[config.mk]
export PLATFORM = sky130hd
export DESIGN_NAME = buffer_column_read_ctrl
export DESIGN_NICKNAME = d
export VERILOG_FILES = /design/src/rtl/buffer_column_read_ctrl.sv
export SDC_FILE = /design/constraint.sdc
export NUM_CORES = 1
export LEC_CHECK = 0
export ABC_AREA = 1
export ABC_CLOCK_PERIOD_IN_PS = 1950
export CORE_MARGIN = 4
export CORE_UTILIZATION = 33
export DETAILED_ROUTE_END_ITERATION = 10
export PLACE_DENSITY = 0.62
export SETUP_SLACK_MARGIN = 0.5
export SLEW_MARGIN = 30
export SYNTH_ARGS = -nofsm -noshare
export SYNTH_HDL_FRONTEND = slang
export SYNTH_SLANG_ARGS = --single-unit
[constraint.sdc]
create_clock -name clk -period 1.95 [get_ports clk]
set_input_delay 0.2925 -clock clk [delete_from_list [all_inputs] [get_ports clk]]
set_output_delay 0.2925 -clock clk [all_outputs]
set_load 0.02 [all_outputs]
[src/rtl/buffer_column_read_ctrl.sv]
// Column read sequencer for the transposed interpolation buffer: walks the column
// mux select 1..NUM_COLS, one column per downstream handshake, then pulses done.
module buffer_column_read_ctrl #(
  parameter int NUM_COLS = 4,
  parameter int LOAD_LAT = 1
) (
  input  logic       clk,
  input  logic       rst_n,
  input  logic       start,
  input  logic       abort,
  input  logic       ready,
  output logic [2:0] select,
  output logic       col_valid,
  output logic       col_last,
  output logic       busy,
  output logic       done,
  output logic       start_err
);

  typedef enum logic [1:0] {IDLE, WAIT, READ, FIN} state_t;

  localparam logic [2:0] LAST_COL  = 3'(NUM_COLS);
  localparam logic [3:0] WAIT_INIT = (LOAD_LAT == 0) ? 4'd0 : 4'(LOAD_LAT - 1);

  state_t     state_q, state_d;
  logic [2:0] col_q, col_d;
  logic [3:0] wait_q, wait_d;
  logic       start_err_d;
  logic [2:0] select_d;
  logic       col_valid_d, col_last_d, busy_d, done_d;

  // State, counters and all outputs are registered so no input reaches an output
  // combinationally; outputs are decoded from the next state.
  always_ff @(posedge clk or negedge rst_n) begin
    if (!rst_n) begin
      state_q   <= IDLE;
      col_q     <= 3'd0;
      wait_q    <= 4'd0;
      select    <= 3'd0;
      col_valid <= 1'b0;
      col_last  <= 1'b0;
      busy      <= 1'b0;
      done      <= 1'b0;
      start_err <= 1'b0;
    end else begin
      state_q   <= state_d;
      col_q     <= col_d;
      wait_q    <= wait_d;
      select    <= select_d;
      col_valid <= col_valid_d;
      col_last  <= col_last_d;
      busy      <= busy_d;
      done      <= done_d;
      start_err <= start_err_d;
    end
  end

  // Abort outranks everything; a start during WAIT/READ is flagged but never queued.
  // The wait counter is loaded with LOAD_LAT-1 so WAIT lasts exactly LOAD_LAT cycles.
  always_comb begin
    state_d     = state_q;
    col_d       = col_q;
    wait_d      = wait_q;
    start_err_d = 1'b0;
    if (abort) begin
      state_d = IDLE;
      col_d   = 3'd0;
      wait_d  = 4'd0;
    end else begin
      case (state_q)
        IDLE, FIN: begin
          col_d  = 3'd0;
          wait_d = 4'd0;
          if (start) begin
            if (LOAD_LAT == 0) begin
              state_d = READ;
              col_d   = 3'd1;
            end else begin
              state_d = WAIT;
              wait_d  = WAIT_INIT;
            end
          end else begin
            state_d = IDLE;
          end
        end
        WAIT: begin
          start_err_d = start;
          if (wait_q == 4'd0) begin
            state_d = READ;
            col_d   = 3'd1;
          end else begin
            wait_d = wait_q - 4'd1;
          end
        end
        READ: begin
          start_err_d = start;
          if (ready) begin
            if (col_q == LAST_COL) begin
              state_d = FIN;
              col_d   = 3'd0;
            end else begin
              col_d = col_q + 3'd1;
            end
          end
        end
        default: begin
          state_d = IDLE;
          col_d   = 3'd0;
          wait_d  = 4'd0;
        end
      endcase
    end
  end

  always_comb begin
    col_valid_d = (state_d == READ);
    select_d    = col_valid_d ? col_d : 3'd0;
    col_last_d  = col_valid_d && (col_d == LAST_COL);
    busy_d      = (state_d == WAIT) || (state_d == READ);
    done_d      = (state_d == FIN);
  end

endmodule

---- Word-level counts from Yosys, hierarchy flattened ----
Cells that the tools add are included.
Widths: inputs -> output; s select.
word-level totals
  register bits ........................... 17
  output and inout port bits .............. 8
  logic and storage cells ................. 45
cells by class
  $add $sub $neg .......................... 2
  eq/ne operators ......................... 9
  mux-type cells .......................... 17
  reductions and logical operators ........ 8
operators with widths
  kind                 number
  $mux 3               5
  $pmux 3 s3           1
  $eq 2x2->1 const B   4
  $mux 2               4
  $mux 4               2
  $pmux 4 s2           1
  $eq 3x3->1 const B   2
  $pmux 2 s3           1
  $eq 2x1->1 const B   2
  $logic_not 4->1      1
  $reduce_or 2->1      2
  $sub 4x1->4 const B  1
  $add 3x1->3 const B  1
  $mux 1               3
  $ne 3x3->1 const B   1
  $reduce_bool 3->1    1
  $logic_not 2->1      1
  $reduce_and 2->1     1
  $logic_and 1x1->1    1
  $logic_or 1x1->1     1

---- Logic depth before layout (Yosys ltp) ----
Gate-level depths: netlist of run 1.
  depth after elaboration ................. 7
  depth in mapped cells ................... 10
  gate-level depth less buffers ........... 10

---- Worst setup path before layout of run 1 ----
No wires, ideal clock.
  kind .................................... flip-flop to flip-flop
  start point ............................. register state_q[0]
  end point ............................... register col_last
  setup time .............................. 0.069 ns
  data arrival time ....................... 1.535 ns
  required time ........................... 1.881 ns
  path slack .............................. 0.346 ns
  stages on the path, launching flop included .. 9
  buffers on the path ..................... 0
  cell sequence ........................... dfrtp_1 -> inv_1 -> ha_1 -> nor2_4 -> inv_2 -> nor2_1 -> ha_1 -> nand3_2 -> nor2_2
between the ends
  cells in the longest elaborated chain, start to end .. 6
ends and longest elaborated chain
  element                                               line  RTL
  start, declared                                       25    state_t state_q, state_d;
  start signal, assigned                                46    state_q <= state_d;
  $eq 2x2->1 / $logic_not 2->1 (equally long branches)  70    case (state_q)
  $reduce_or 2->1                                       70
  $pmux 2 s3 (*)                                        70
  $mux 2 (*)                                            65    if (abort) begin
  net state_d[1]                                        25
  $eq 2x2->1 (*)                                        116   col_valid_d = (state_d == READ);
  net col_valid_d                                       30    logic col_valid_d, col_last_d, busy_d, done_d;
  $logic_and 1x1->1 (*)                                 118   col_last_d = col_valid_d && (col_d == LAST_COL);
  net col_last_d                                        30
  end signal, assigned                                  51    col_last <= col_last_d;
  end, declared                                         14    output logic col_last,
Mark *: on every way through the listed nets, which the timed path passes. The rest lies on a longest branch.
A chain may end at the register's enable or synchronous reset.

---- Worst setup path in the final report of run 1 ----
  start point ............................. register col_q[0]
  end point ............................... register col_last
between the ends
  cells in the longest elaborated chain, start to end .. 7
ends and longest elaborated chain
  element                 line  RTL
  start, declared         26    logic [2:0] col_q, col_d;
  start signal, assigned  47    col_q <= col_d;
  $eq 3x3->1              98    if (col_q == LAST_COL) begin
  $mux 2                  98
  $mux 2                  97    if (ready) begin
  $pmux 2 s3              70
  $mux 2                  65
  $eq 2x2->1              116
  net col_valid_d         30
  $logic_and 1x1->1       118
  net col_last_d          30
The timed path passes the listed nets, and every way through them passes these cells.

==> flow_summary_export.csv, run 1 <==
group,metric,value,unit
route,wl_met3,30,µm
synthesis,synthMuxAreaShare,0,%
critical_path,end_kind,"register",
route,routed_wl,2.00,mm
cts,ctsHoldBuffers,0,
die,core-area,0.00257,mm²
sta,finClkSkew,0.00213,ns
min_path,hold_class,"input pin to async pin",
critical_path,cp_max_fo,3,
finish,fin_cells,168,
finish,area_delta_synth_final,41.9,%
cts,clock_latency,0.28,ns
route,drc,0,
finish,fin_area,0.00131,mm²
finish,num_antenna_cells,0,
route,met1Wirelength,875,µm
cts,numClockSinks,17,
critical_path,cp_slowest_cell,"dfrtp_1",
placed_design,gp_congestion,0.796,
sta,fmax,705,MHz
route,vias_per_cell,4.53,
finish,final_net_count,152,
route,dr_wl_met2,1.06,mm
sta,grt_setup_unrepaired,"yes",
critical_path,critPathKind,"register to register",
pwr,p_per_area,620,mW/mm²
synthesis,dominantRegCellSynth,"dfrtp_1",
die,start_util,35.9,%
route,highest_layer,"met4",
die,ios,13,
critical_path,worst_path_largest_cell_delay,0.37,ns
synthesis,synth-async-reset-ratio,100,%
cts,h-tree-depth,1,
critical_path,critPathLaunchType,"register",
synthesis,synth-seq-cells,17,
global_route,grt_pass1_wl,3.06,mm
placed_design,dpl_cell_area,0.00111,mm²
cts,clk_path_buf_depth,2,
route,drtIter0Drc,17,
pwr,ir_drop,560,µV
sta,slew_viol_final,0,
finish,drive_gt1_share,40.6,%
die,die_area,0.00370,mm²
cts,cts-root-buf,"clkbuf_4",
placed_design,place_inst,151,
finish,fill_cells,242,
sta,fin_setup_tns,0,ns
route,ant_nets,0,
critical_path,arrival,1.64,ns
synthesis,yosysUniqueCellTypes,18,
route,dr.pass1.iters,5,
die,die_w,60.9,µm
pwr,p_leak,0.703,nW
synthesis,synth-seq-area-share,46.1,%
synthesis,avgSynthCellArea,8.62,µm²
cts,numCtsBuffers,3,
critical_path,crit_family,"simple AND/OR/NAND/NOR gates",
critical_path,r2r_start,"col_q[0]",
critical_path,rr_worst_depth,10,
synthesis,ys_warn_count,0,
sta,maxSlewHeadroom,73.5,%
synthesis,synth_fa_ha_area_share,10.9,%
sta,whs,0.285,ns
synthesis,yosys.area_share.xor_xnor,0,%
global_route,grt_max_degree,11,
flow_run,max_cap_violations,0,
synthesis,syn_inst,107,
sta,worst_slew_pin_slew,0.396,ns
synthesis,synth_top_family_by_area,"simple AND/OR/NAND/NOR gates",
synthesis,yosys.area_share.simple,27.5,%
critical_path,cp.required,2.18,ns
die,num_rows,18,
cts,clkTransAtPathRegs,0.10,ns
global_route,antenna_found_initial,0,
synthesis,syn_nets,120,
cts,cts_tree,"built",
global_route,grt_pass1_vias,730,
critical_path,r2r-end,"col_last",
critical_path,crit_cells,10,
global_route,grt_overflow,0,
sta,setup_viol,0,
synthesis,synth_compound_area_share,6.11,%
die,die_h,60.9,µm
placed_design,io_buffers,12,
synthesis,syn_area,922,µm²
critical_path,path_buf_inv,1,
status,status,"completed",
placed_design,dp_hpwl,1.32,mm
critical_path,crit_chain,"inv_2 > ha_4 > nand3_4 > nand2_2 > a21oi_2 > nand2_1 > nand3_2 > ha_4 > nand3_2 > nor2_2",
global_route,grt_use_total,11.3,%
synthesis,synth_edf_count,0,
sta,fin_crit_sh,72.8,%
sta,final_hold_viol_count,0,
route,vias,761,
sta,min_period,1.42,ns
route,wl_per_cell,11.9,µm
critical_path,rrSetupSlack,0.53,ns
==> cell type report <==
cell class                      instances  area, µm²  share of cell area, %
Clock buffer                            3       22.5                   1.72
Tap cell                               30       37.5                   2.87
Sequential cell                        17        425                   32.5
Clock inverter                          1       5.00                  0.382
Timing Repair Buffer                   28        230                   17.6
Multi-Input combinational cell         68        509                   38.9
Inverter                               21       78.8                   6.02
==> layer usage <==
layer  track usage, %  vias to the layer above
met2             17.6                        8
met3             1.91                        2
met5                0                        -
met1             14.9                      358
met4             5.88                        0
li1                 -                      393
==> where the power goes <==
part | switching [mW] | leakage, nW | internal (mW) | total, mW
registers | 0.00697 | 0.234 | 0.367 | 0.374
clock network | 0.113 | 0.0177 | 0.0761 | 0.189
logic | 0.139 | 0.451 | 0.110 | 0.249
total | 0.259 | 0.703 | 0.553 | 0.812
==> cell usage in the layout, fill, tap and decap left out, types with 4 or more instances in the layout <==
master,n
buf_4,16
nand2_2,6
nand3_1,7
nand2_1,21
inv_2,10
inv_1,11
clkdlybuf4s50_1,4
dfrtp_1,17
dlygate4sd2_1,8
ha_4,5
nor2_1,6
==> metrics by stage <==
step	total power, mW	utilization [%]	worst slack (ns)
2_1_floorplan	0.507	-	0.497
3_3_place_gp	0.561	43.3	0.204
3_5_place_dp	0.562	43.3	0.141
4_1_cts	0.760	46.0	0.473
5_1_grt	0.869	51.0	0.451
6_report	0.812	51.0	0.531
==> repair_timing <==
item,4_1_cts,5_1_grt
setup endpoints to repair,15,9
pin swaps,2,7
buffers inserted,4,9
resized for setup,15,14
==> how the worst max path moves through the flow <==
stage               end  startpoint
2_1_floorplan  col_last  state_q[0]
3_3_place_gp   col_last       abort
3_5_place_dp   col_last       abort
4_1_cts        col_last   wait_q[1]
5_1_grt        col_last    col_q[1]
6_report       col_last    col_q[0]
==> flip-flops by register name, summed over array words and instances, names as in the netlist <==
register,cells
wait_q,4
col_q,3
select,3
state_q,2
busy,1
col_last,1
col_valid,1
done,1
start_err,1
==> cells in the mapped netlist, types with 2 or more instances <==
library cell	number	area (µm²)
o21ai_1	2	10.0
ha_1	8	100
o21ai_2	3	26.3
nor2_1	7	26.3
nand2_2	4	25.0
nand3_2	3	30.0
nand2_1	23	86.3
inv_2	3	11.3
a21oi_1	4	20.0
nor2_2	2	12.5
nand3_1	8	40.0
dfrtp_1	17	425
inv_1	18	67.6
==> kinds of logic (layout without fill, tap and decap cells) <==
kind of cell / count (synthesis) / in the layout
flops: 17 / 17
compound gates: 9 / 9
buf+inv: 22 / 53
fa+ha+maj: 8 / 8
simple gates: 51 / 51
(Power assumes the default switching activity.)
==> inputs of run 2 (changes only) <==
--- a/config.mk
+++ b/config.mk
@@ -6,11 +6,11 @@
 export NUM_CORES = 1
 export LEC_CHECK = 0
 export ABC_AREA = 1
-export ABC_CLOCK_PERIOD_IN_PS = 1950
+export ABC_CLOCK_PERIOD_IN_PS = 1300
 export CORE_MARGIN = 4
 export CORE_UTILIZATION = 33
 export DETAILED_ROUTE_END_ITERATION = 10
-export PLACE_DENSITY = 0.62
+export PLACE_DENSITY = 0.64
 export SETUP_SLACK_MARGIN = 0.5
 export SLEW_MARGIN = 30
 export SYNTH_ARGS = -nofsm -noshare
==> constraint.sdc (replaced) <==
create_clock -name clk -period 1.3 [get_ports clk]
set_input_delay 0.195 -clock clk [delete_from_list [all_inputs] [get_ports clk]]
set_output_delay 0.195 -clock clk [all_outputs]
set_load 0.02 [all_outputs]
==> run 2 against run 1 <==
Critical path depth fell by 2. Largest cell class unchanged. The run now ends with setup timing left. Fmax is 0.38% lower. Power is 69% higher. Register-to-register slack worse by 0.66 ns. Sequential power grew 51%. Global-route usage is 2.2 points higher. Cell count up 8.3%. Worst setup slack got worse by 0.66 ns. Clock power is 54% higher.
==> flow_summary_export.csv, run 2 (same netlist as run 1, synthesis figures left out) <==
group,metric,value,unit
status,status,"finished with violations",
status,violations,"setup timing",
cts,clkTransAtPathRegs,0.11,ns
die,die_w,60.9,µm
finish,multi_input_area,599,µm²
sta,min_period,1.42,ns
die,core-area,0.00257,mm²
finish,fill_cells,231,
die,num_rows,18,
sta,setup_slack,-0.124,ns
route,drc,0,
cts,clk_path_buf_depth,2,
sta,setup_viol,8,
critical_path,r2r_start,"state_q[0]",
route,ant_nets,0,
route,drtIter0Drc,24,
die,die_area,0.00370,mm²
critical_path,cp.required,1.53,ns
placed_design,pre_cts_slack,-0.218,ns
sta,worst_slew_pin_slew,0.226,ns
finish,final_net_count,166,
finish,final_common_cell,"buf_4",
placed_design,gp_congestion,0.756,
global_route,grt_pass1_wl,3.56,mm
die,ios,13,
pwr,p_leak,0.777,nW
placed_design,dpl_cell_area,0.00130,mm²
sta,slew_viol_final,0,
cts,numClockSinks,17,
finish,fin_area,0.00155,mm²
sta,final_hold_viol_count,0,
finish,num_antenna_cells,0,
finish,top_regs,"wait_q x4, col_q x3, select x3",
cts,numCtsBuffers,3,
die,start_util,35.9,%
pwr,ir_drop,710,µV
route,vias,823,
finish,final_cell_mix,"buf_4, nand2_1, dfrtp_1",
sta,fmax,702,MHz
finish,top_register,"wait_q",
finish,register_area,425,µm²
global_route,grt_overflow,0,
sta,finClkSkew,0.00351,ns
global_route,grt_use_total,13.5,%
min_path,hold_class,"input pin to async pin",
sta,grt_setup_unrepaired,"yes",
critical_path,cp_max_fo,4,
global_route,grt_pass1_vias,799,
critical_path,critPathLaunchType,"register",
placed_design,io_buffers,12,
cts,cts-root-buf,"clkbuf_4",
critical_path,critPathKind,"register to register",
route,routed_wl,2.24,mm
critical_path,end_kind,"register",
global_route,grt_max_degree,18,
finish,largest_reg_flops,4,
route,wl_per_cell,12.3,µm
critical_path,arrival,1.66,ns
cts,clock_latency,0.29,ns
critical_path,critPathLaunch,"state_q[0]",
finish,area_delta_synth_final,68.2,%
flow_run,max_cap_violations,0,
sta,maxSlewHeadroom,85.0,%
cts,h-tree-depth,1,
finish,drive_gt1_share,58.6,%
global_route,antenna_found_initial,0,
route,dr.pass1.iters,4,
sta,whs,0.209,ns
route,vias_per_cell,4.52,
cts,cts_tree,"built",
die,die_h,60.9,µm
sta,fin_crit_sh,110,%
pwr,p_per_area,885,mW/mm²
placed_design,dp_hpwl,1.51,mm
[run 2: cell type report]
| cell class | count | share of cell area [%] |
|---|---|---|
| clock inverters | 1 | 0.323 |
| clock buffers | 3 | 1.45 |
| inverters | 21 | 5.40 |
| well taps | 30 | 2.42 |
| repair buffers | 42 | 24.4 |
| flip-flops and latches | 17 | 27.4 |
| multi-input cells | 68 | 38.6 |
[run 2: power by group]
part,switching [mW],internal (mW),total [mW]
combinational,0.267,0.250,0.517
clock,0.177,0.114,0.291
sequential,0.0146,0.550,0.565
total,0.458,0.915,1.37
[run 2: through the flow]
step	total power [mW]	util [%]	TNS, ns	cells
after floorplan	0.787	-	-0.266	107
after global placement	0.927	50.7	-1.38	169
after detailed placement	0.937	50.7	-1.45	169
after CTS	1.29	55.5	-0.577	177
after global routing	1.46	60.4	-1.43	182
final	1.37	60.4	-0.553	182
[run 2: what timing repair did]
item / CTS / global route
pin swaps: 3 / 14
hold buffers: 0 / 0
gates resized for setup: 60 / 21
setup buffers: 4 / 5
setup endpoints to repair: 25 / 25
[run 2: worst paths after layout]
check / depth (start not counted) / to / slack [ns]
hold reg to reg: 3 / wait_q[3] / 0.56
setup reg to reg: 8 / col_last / -0.12
min in group clk: 3 / start_err / 0.47
setup / recovery: 8 / col_last / -0.12
hold / removal: 2 / wait_q[1] / 0.21
max in group asynchronous: 2 / select[0] / 0.90
[run 2: critical path, stage by stage, from the launching register on]
cell and delay (ns):
dfrtp_1 0.42, inv_2 0.09, ha_4 0.22, nor2_4 0.10, inv_2 0.07, nor2_4 0.13
ha_4 0.16, nand3_4 0.06, nor2_2 0.10
[run 2: routing by layer]
metal  part of all wire, %  wire length, µm  vias to the layer above  GRT usage, %
met5                     0                0                        -             0
met4                  0.98               22                        0          6.50
met3                   1.7               39                        2          2.77
met2                    52             1180                        5          23.8
met1                    45             1000                      396          15.5
li1                      -                -                      420             -
